## config.mk

```make
export PLATFORM = sky130hd
export DESIGN_NAME = input_ctrl
export DESIGN_NICKNAME = d
export VERILOG_FILES = /design/src/rtl/input_ctrl.sv
export SDC_FILE = /design/constraint.sdc
export NUM_CORES = 1
export LEC_CHECK = 0
export BUFFER_PORTS_ARGS = -buffer_cell sky130_fd_sc_hd__buf_2
export CAP_MARGIN = 10
export CORE_MARGIN = 2
export CORE_UTILIZATION = 49
export CTS_BUF_LIST = sky130_fd_sc_hd__clkbuf_16
export DETAILED_ROUTE_END_ITERATION = 8
export GPL_TIMING_DRIVEN = 0
export PLACE_DENSITY = 0.71
export SYNTH_ARGS = -nofsm -noshare
export SYNTH_HDL_FRONTEND = slang
export SYNTH_SLANG_ARGS = --single-unit
```

## constraint.sdc

```tcl
create_clock -name clk -period 1.15 [get_ports clk]
set_clock_uncertainty 0.1 [all_clocks]
set_input_delay 0.115 -clock clk [delete_from_list [all_inputs] [get_ports clk]]
set_output_delay 0.115 -clock clk [all_outputs]
set_load 0.01 [all_outputs]
```

## src/rtl/input_ctrl.sv

```systemverilog
// -----------------------------------------------------------------------------
// input_ctrl -- front-panel input stage for the washer controller.
//
// Samples the raw seat sensor and seven panel buttons, synchronises and
// debounces each one, and turns button presses into the level-type reg_*
// request bits (plus warm_en) consumed by core. Request bits that core acts
// on drop again on core's status / done flags.
//
// Build option:
//   INPUT_CTRL_DEBOUNCE_EN  defined   : per-input DEB_CNT-cycle debounce.
//                           undefined : debounce removed, deb = s2 (fast sim).
//
// Parameters:
//   DEB_CNT  stable cycles needed to accept a level change (2..32767)
//   CW       debounce counter width, 2**CW > DEB_CNT
//
// Ports:
//   clk, reset_n           1 MHz clock, async active-low reset
//   seat_sensor            raw seat sensor (1 = seated)
//   btn_*                  raw active-high panel buttons
//   stt_using, stt_ready   core state flags (request qualifiers)
//   count_spray_done,
//   count_dis_done         core one-cycle done pulses (request clears)
//   reg_*, warm_en         registered control bits to core
// -----------------------------------------------------------------------------

// One raw input: 2-FF synchroniser followed by the (optional) debouncer.
module input_ctrl_lane #(
    parameter int DEB_CNT = 20000,
    parameter int CW      = 15
) (
    input  logic clk,
    input  logic reset_n,
    input  logic raw,
    output logic deb
);
    logic s1, s2;

    always_ff @(posedge clk or negedge reset_n) begin
        if (!reset_n) begin
            s1 <= 1'b0;
            s2 <= 1'b0;
        end else begin
            s1 <= raw;
            s2 <= s1;
        end
    end

`ifdef INPUT_CTRL_DEBOUNCE_EN
    localparam logic [CW-1:0] CNT_MAX = CW'(DEB_CNT - 1);

    logic [CW-1:0] cnt;

    // Counter only runs while s2 disagrees with deb; any agreement clears it,
    // so a glitch shorter than DEB_CNT cycles never reaches deb. The counter
    // is capped at CNT_MAX and cannot wrap.
    always_ff @(posedge clk or negedge reset_n) begin
        if (!reset_n) begin
            cnt <= '0;
            deb <= 1'b0;
        end else if (s2 == deb) begin
            cnt <= '0;
        end else if (cnt == CNT_MAX) begin
            cnt <= '0;
            deb <= s2;
        end else begin
            cnt <= cnt + 1'b1;
        end
    end
`else
    assign deb = s2;
`endif

endmodule

module input_ctrl #(
    parameter int DEB_CNT = 20000,
    parameter int CW      = 15
) (
    input  logic clk,
    input  logic reset_n,
    input  logic seat_sensor,
    input  logic btn_wash,
    input  logic btn_spray,
    input  logic btn_mode,
    input  logic btn_auto,
    input  logic btn_auto_dis,
    input  logic btn_de_ur,
    input  logic btn_warm,
    input  logic stt_using,
    input  logic stt_ready,
    input  logic count_spray_done,
    input  logic count_dis_done,
    output logic reg_user_en,
    output logic reg_wash_using,
    output logic reg_spray_en,
    output logic reg_spray_mode,
    output logic reg_sp_dr_auto_en,
    output logic reg_auto_dis_en,
    output logic reg_de_ur,
    output logic warm_en
);
    localparam int NUM_IN = 8;

    // Lane index map.
    localparam int I_SEAT  = 0;
    localparam int I_WASH  = 1;
    localparam int I_SPRAY = 2;
    localparam int I_MODE  = 3;
    localparam int I_AUTO  = 4;
    localparam int I_ADIS  = 5;
    localparam int I_DEUR  = 6;
    localparam int I_WARM  = 7;

    logic [NUM_IN-1:0] raw;
    logic [NUM_IN-1:0] deb;
    // The seat sensor is level-type, so edge detection only covers buttons.
    logic [NUM_IN-1:1] deb_d;
    logic [NUM_IN-1:1] press;

    assign raw = {btn_warm, btn_de_ur, btn_auto_dis, btn_auto,
                  btn_mode, btn_spray, btn_wash, seat_sensor};

    for (genvar i = 0; i < NUM_IN; i++) begin : g_lane
        input_ctrl_lane #(
            .DEB_CNT (DEB_CNT),
            .CW      (CW)
        ) u_lane (
            .clk     (clk),
            .reset_n (reset_n),
            .raw     (raw[i]),
            .deb     (deb[i])
        );
    end

    always_ff @(posedge clk or negedge reset_n) begin
        if (!reset_n) deb_d <= '0;
        else          deb_d <= deb[NUM_IN-1:1];
    end

    // Single-cycle pulse on the debounced rising edge; hold and release give
    // nothing further.
    assign press = deb[NUM_IN-1:1] & ~deb_d;

    // Each request bit is evaluated independently, so simultaneous presses on
    // different buttons are all honoured. Where a set and a clear coincide the
    // clear is tested first and wins. Unqualified presses are simply dropped.
    always_ff @(posedge clk or negedge reset_n) begin
        if (!reset_n) begin
            reg_user_en       <= 1'b0;
            reg_wash_using    <= 1'b0;
            reg_spray_en      <= 1'b0;
            reg_spray_mode    <= 1'b0;
            reg_sp_dr_auto_en <= 1'b0;
            reg_auto_dis_en   <= 1'b1;
            reg_de_ur         <= 1'b0;
            warm_en           <= 1'b0;
        end else begin
            reg_user_en <= deb[I_SEAT];

            // Clear on the next value of reg_user_en so wash drops on the
            // same edge as the user-present bit and is never 1 without it.
            if (!deb[I_SEAT])
                reg_wash_using <= 1'b0;
            else if (press[I_WASH] && reg_user_en)
                reg_wash_using <= 1'b1;

            if (count_spray_done)
                reg_spray_en <= 1'b0;
            else if (press[I_SPRAY] && stt_using)
                reg_spray_en <= 1'b1;

            if (count_dis_done)
                reg_de_ur <= 1'b0;
            else if (press[I_DEUR] && stt_ready)
                reg_de_ur <= 1'b1;

            if (press[I_MODE]) reg_spray_mode    <= ~reg_spray_mode;
            if (press[I_AUTO]) reg_sp_dr_auto_en <= ~reg_sp_dr_auto_en;
            if (press[I_ADIS]) reg_auto_dis_en   <= ~reg_auto_dis_en;
            if (press[I_WARM]) warm_en           <= ~warm_en;
        end
    end

endmodule

```

==> run metrics <==
ant diodes 0; io pins 22; Yosys warning count 0; Leak 0.000629 uW; critical path buffer and inverter count 1; min-delay worst type input port to flop; max incr delay on CP 540 ps; wire length per cell 11.0 um; share of cells above drive strength 1 35.2%; fin nets 101; HP Start stt_using; worst skew pair latency 270 ps; initial drt markers 2; worst path arrival time 900 ps; Int Power 2180 uW; Yosys cell types 9; Max Slew Vio Count 0; Switching Share 21.5%; P_sw 597 uW; routability cong. 0.623; Crit Reg-Reg Startpoint reg_auto_dis_en; CTS tree done; Cells on Worst Hold Path 3; total CTS buffers 5; Synth Instances 48; f_max 0.894 GHz; startpoint types flop; vias in the first global route 440; fin area 1310 um^2; max-capacitance violation count 0; Total GRT Usage 13.8%; CP Max Fanout 2; CTS root buffer clkbuf_16; Post-CTS Setup Inserts 0; DR vias 481; setup TNS 0 ps; Core Rows 15; drt drc 0; RSZ-0062 raised after global routing no; Power Density 2130 nW/um^2; outcome completed; Worst VDD drop 1290 uV; mapped cell area 916 um^2; Die W 47.2 um; CTS Buffer Depth 2; dpl cell area 1050 um^2; die area 2230 um^2; Post-Syn Nets 62; area grow syn2layout 42.5%; clock power share 42.5%; crit path max-delay cell type dfstp_2; Core Footprint 1750 um^2; final critical-path required period 1120 ps; Reg power frac 46.9%; first-pass GRT wire length 1820 um; htree depth 2; Starting Density 52.5%; antenna violations before repair 0; largest net degree at the start of global routing 32; Pre-Repair DR Iteration Count 4; Setup crit end kind output port; reg2reg end reg_auto_dis_en; FF-to-FF setup slack 320 ps; Synth Area per Inst 19.1 um^2; Fill cells 110; Setup violations, final 0; post-layout util 74.8%; vias per cell 4.26; WL final 1240 um; Clock Sinks 31; sequential fraction of the synthesis area 84.8%; post-DP HPWL 697 um; depth of the worst register-to-register path 1; Setup CP Type flop to output port; Yosys reg bits 31; critical path cell sequence buf_6; Die Ht 47.2 um; Slew @ Worst Pin 623 ps; Logic pwr share 10.7%; max_slew headroom 58.4%; fin crit share 97.3%; antenna viol nets, final 0; top cell family by delay on the critical path flip-flops; Hold Path End reg_spray_en; clk slew on worst S/H paths 50 ps; Buffers on Ports 21; CP Data Required Time 940 ps; Fin. Hold Viols 0; gr ovfl total 0
[cells in the mapped netlist]
| cell type | instances | area, um^2 |
|---|---|---|
| nand3b_1 | 2 | 15.0 |
| dfrtp_1 | 30 | 751 |
| inv_1 | 2 | 7.51 |
| nand4b_1 | 1 | 8.76 |
| nand2_1 | 2 | 7.51 |
| dfstp_2 | 1 | 26.3 |
| nand2b_4 | 4 | 55.1 |
| a21oi_1 | 2 | 10.0 |
| xnor2_1 | 4 | 35.0 |
[power groups by stage]
stage | logic, uW | registers [uW] | clock network [uW]
2_1_floorplan | 82.7 | 1350 | 0
3_3_place_gp | 250 | 1310 | 0
3_5_place_dp | 252 | 1310 | 0
4_1_cts | 282 | 1300 | 1200
5_1_grt | 333 | 1320 | 1270
6_report | 297 | 1300 | 1180
[state kept, by name, indices dropped and copies added (netlist names)]
register,flops
reg_de_ur,1
deb_d,7
reg_spray_en,1
reg_user_en,1
g_lane.u_lane.deb,8
reg_spray_mode,1
reg_sp_dr_auto_en,1
warm_en,1
reg_wash_using,1
reg_auto_dis_en,1
g_lane.u_lane.s1,8
[stage by stage]
stage               hold WS, ps  setup slack (ps)  std cells  power [uW]
global route               18.7              4.26        113        2920
global placement           69.1               300         94        1560
finish                     23.3              31.1        113        2780
detailed placement         73.7               298         94        1560
CTS                        14.9              10.9        113        2780
floorplan                  -281               324         48        1430
[how the worst max path moves through the flow]
stage                     cells after the start  slack, ps               to       startpoint
after floorplan                               1        320  reg_auto_dis_en  reg_auto_dis_en
after global placement                        1        300  reg_auto_dis_en  reg_auto_dis_en
after detailed placement                      1        300  reg_auto_dis_en  reg_auto_dis_en
after CTS                                     1         10  reg_auto_dis_en  reg_auto_dis_en
after global routing                          1          4  reg_auto_dis_en  reg_auto_dis_en
final                                         1         30  reg_auto_dis_en  reg_auto_dis_en
[routing by layer]
| metal | vias up | GRT usage [%] | share of wire [%] |
|---|---|---|---|
| met3 | 2 | 5.77 | 3.8 |
| met5 | - | 0 | 0 |
| li1 | 230 | - | - |
| met2 | 18 | 17.6 | 46 |
| met4 | 0 | 16.7 | 1.5 |
| met1 | 231 | 15.6 | 49 |
[logic make-up after synthesis]
| kind of cell | after synthesis | share of synthesized area, % |
|---|---|---|
| flip-flops | 31 | 84.8 |
| AND/OR/NAND/NOR | 9 | 9.43 |
| XOR/XNOR | 4 | 3.82 |
| AO/OA/AOI/OAI | 2 | 1.09 |
| buffers and inverters | 2 | 0.820 |
[cell type report]
class	count	area, um^2	area share [%]
Inverter	2	7.51	0.575
Multi-Input combinational cell	15	131	10.1
Clock buffer	5	125	9.59
Tap cell	25	31.3	2.40
Timing Repair Buffer	32	221	17.0
Clock inverter	3	11.3	0.863
Sequential cell	31	777	59.5
[cell usage in the layout, fill, tap and decap left out]
cell / instances
nand2_1: 2
dfrtp_1: 30
inv_1: 3
nand4b_1: 1
buf_6: 1
dfstp_2: 1
nand3b_1: 2
a21oi_1: 2
nand2b_4: 4
xnor2_1: 4
clkinv_1: 2
buf_2: 20
dlygate4sd3_1: 11
clkbuf_16: 5
[repair_timing]
item                                   CTS  global route
setup endpoints to repair                0             1
endpoints found under the hold margin   40             0
hold buffers                            11             0
gates resized for setup                  0             1
Power figures use the tool's default switching activity.
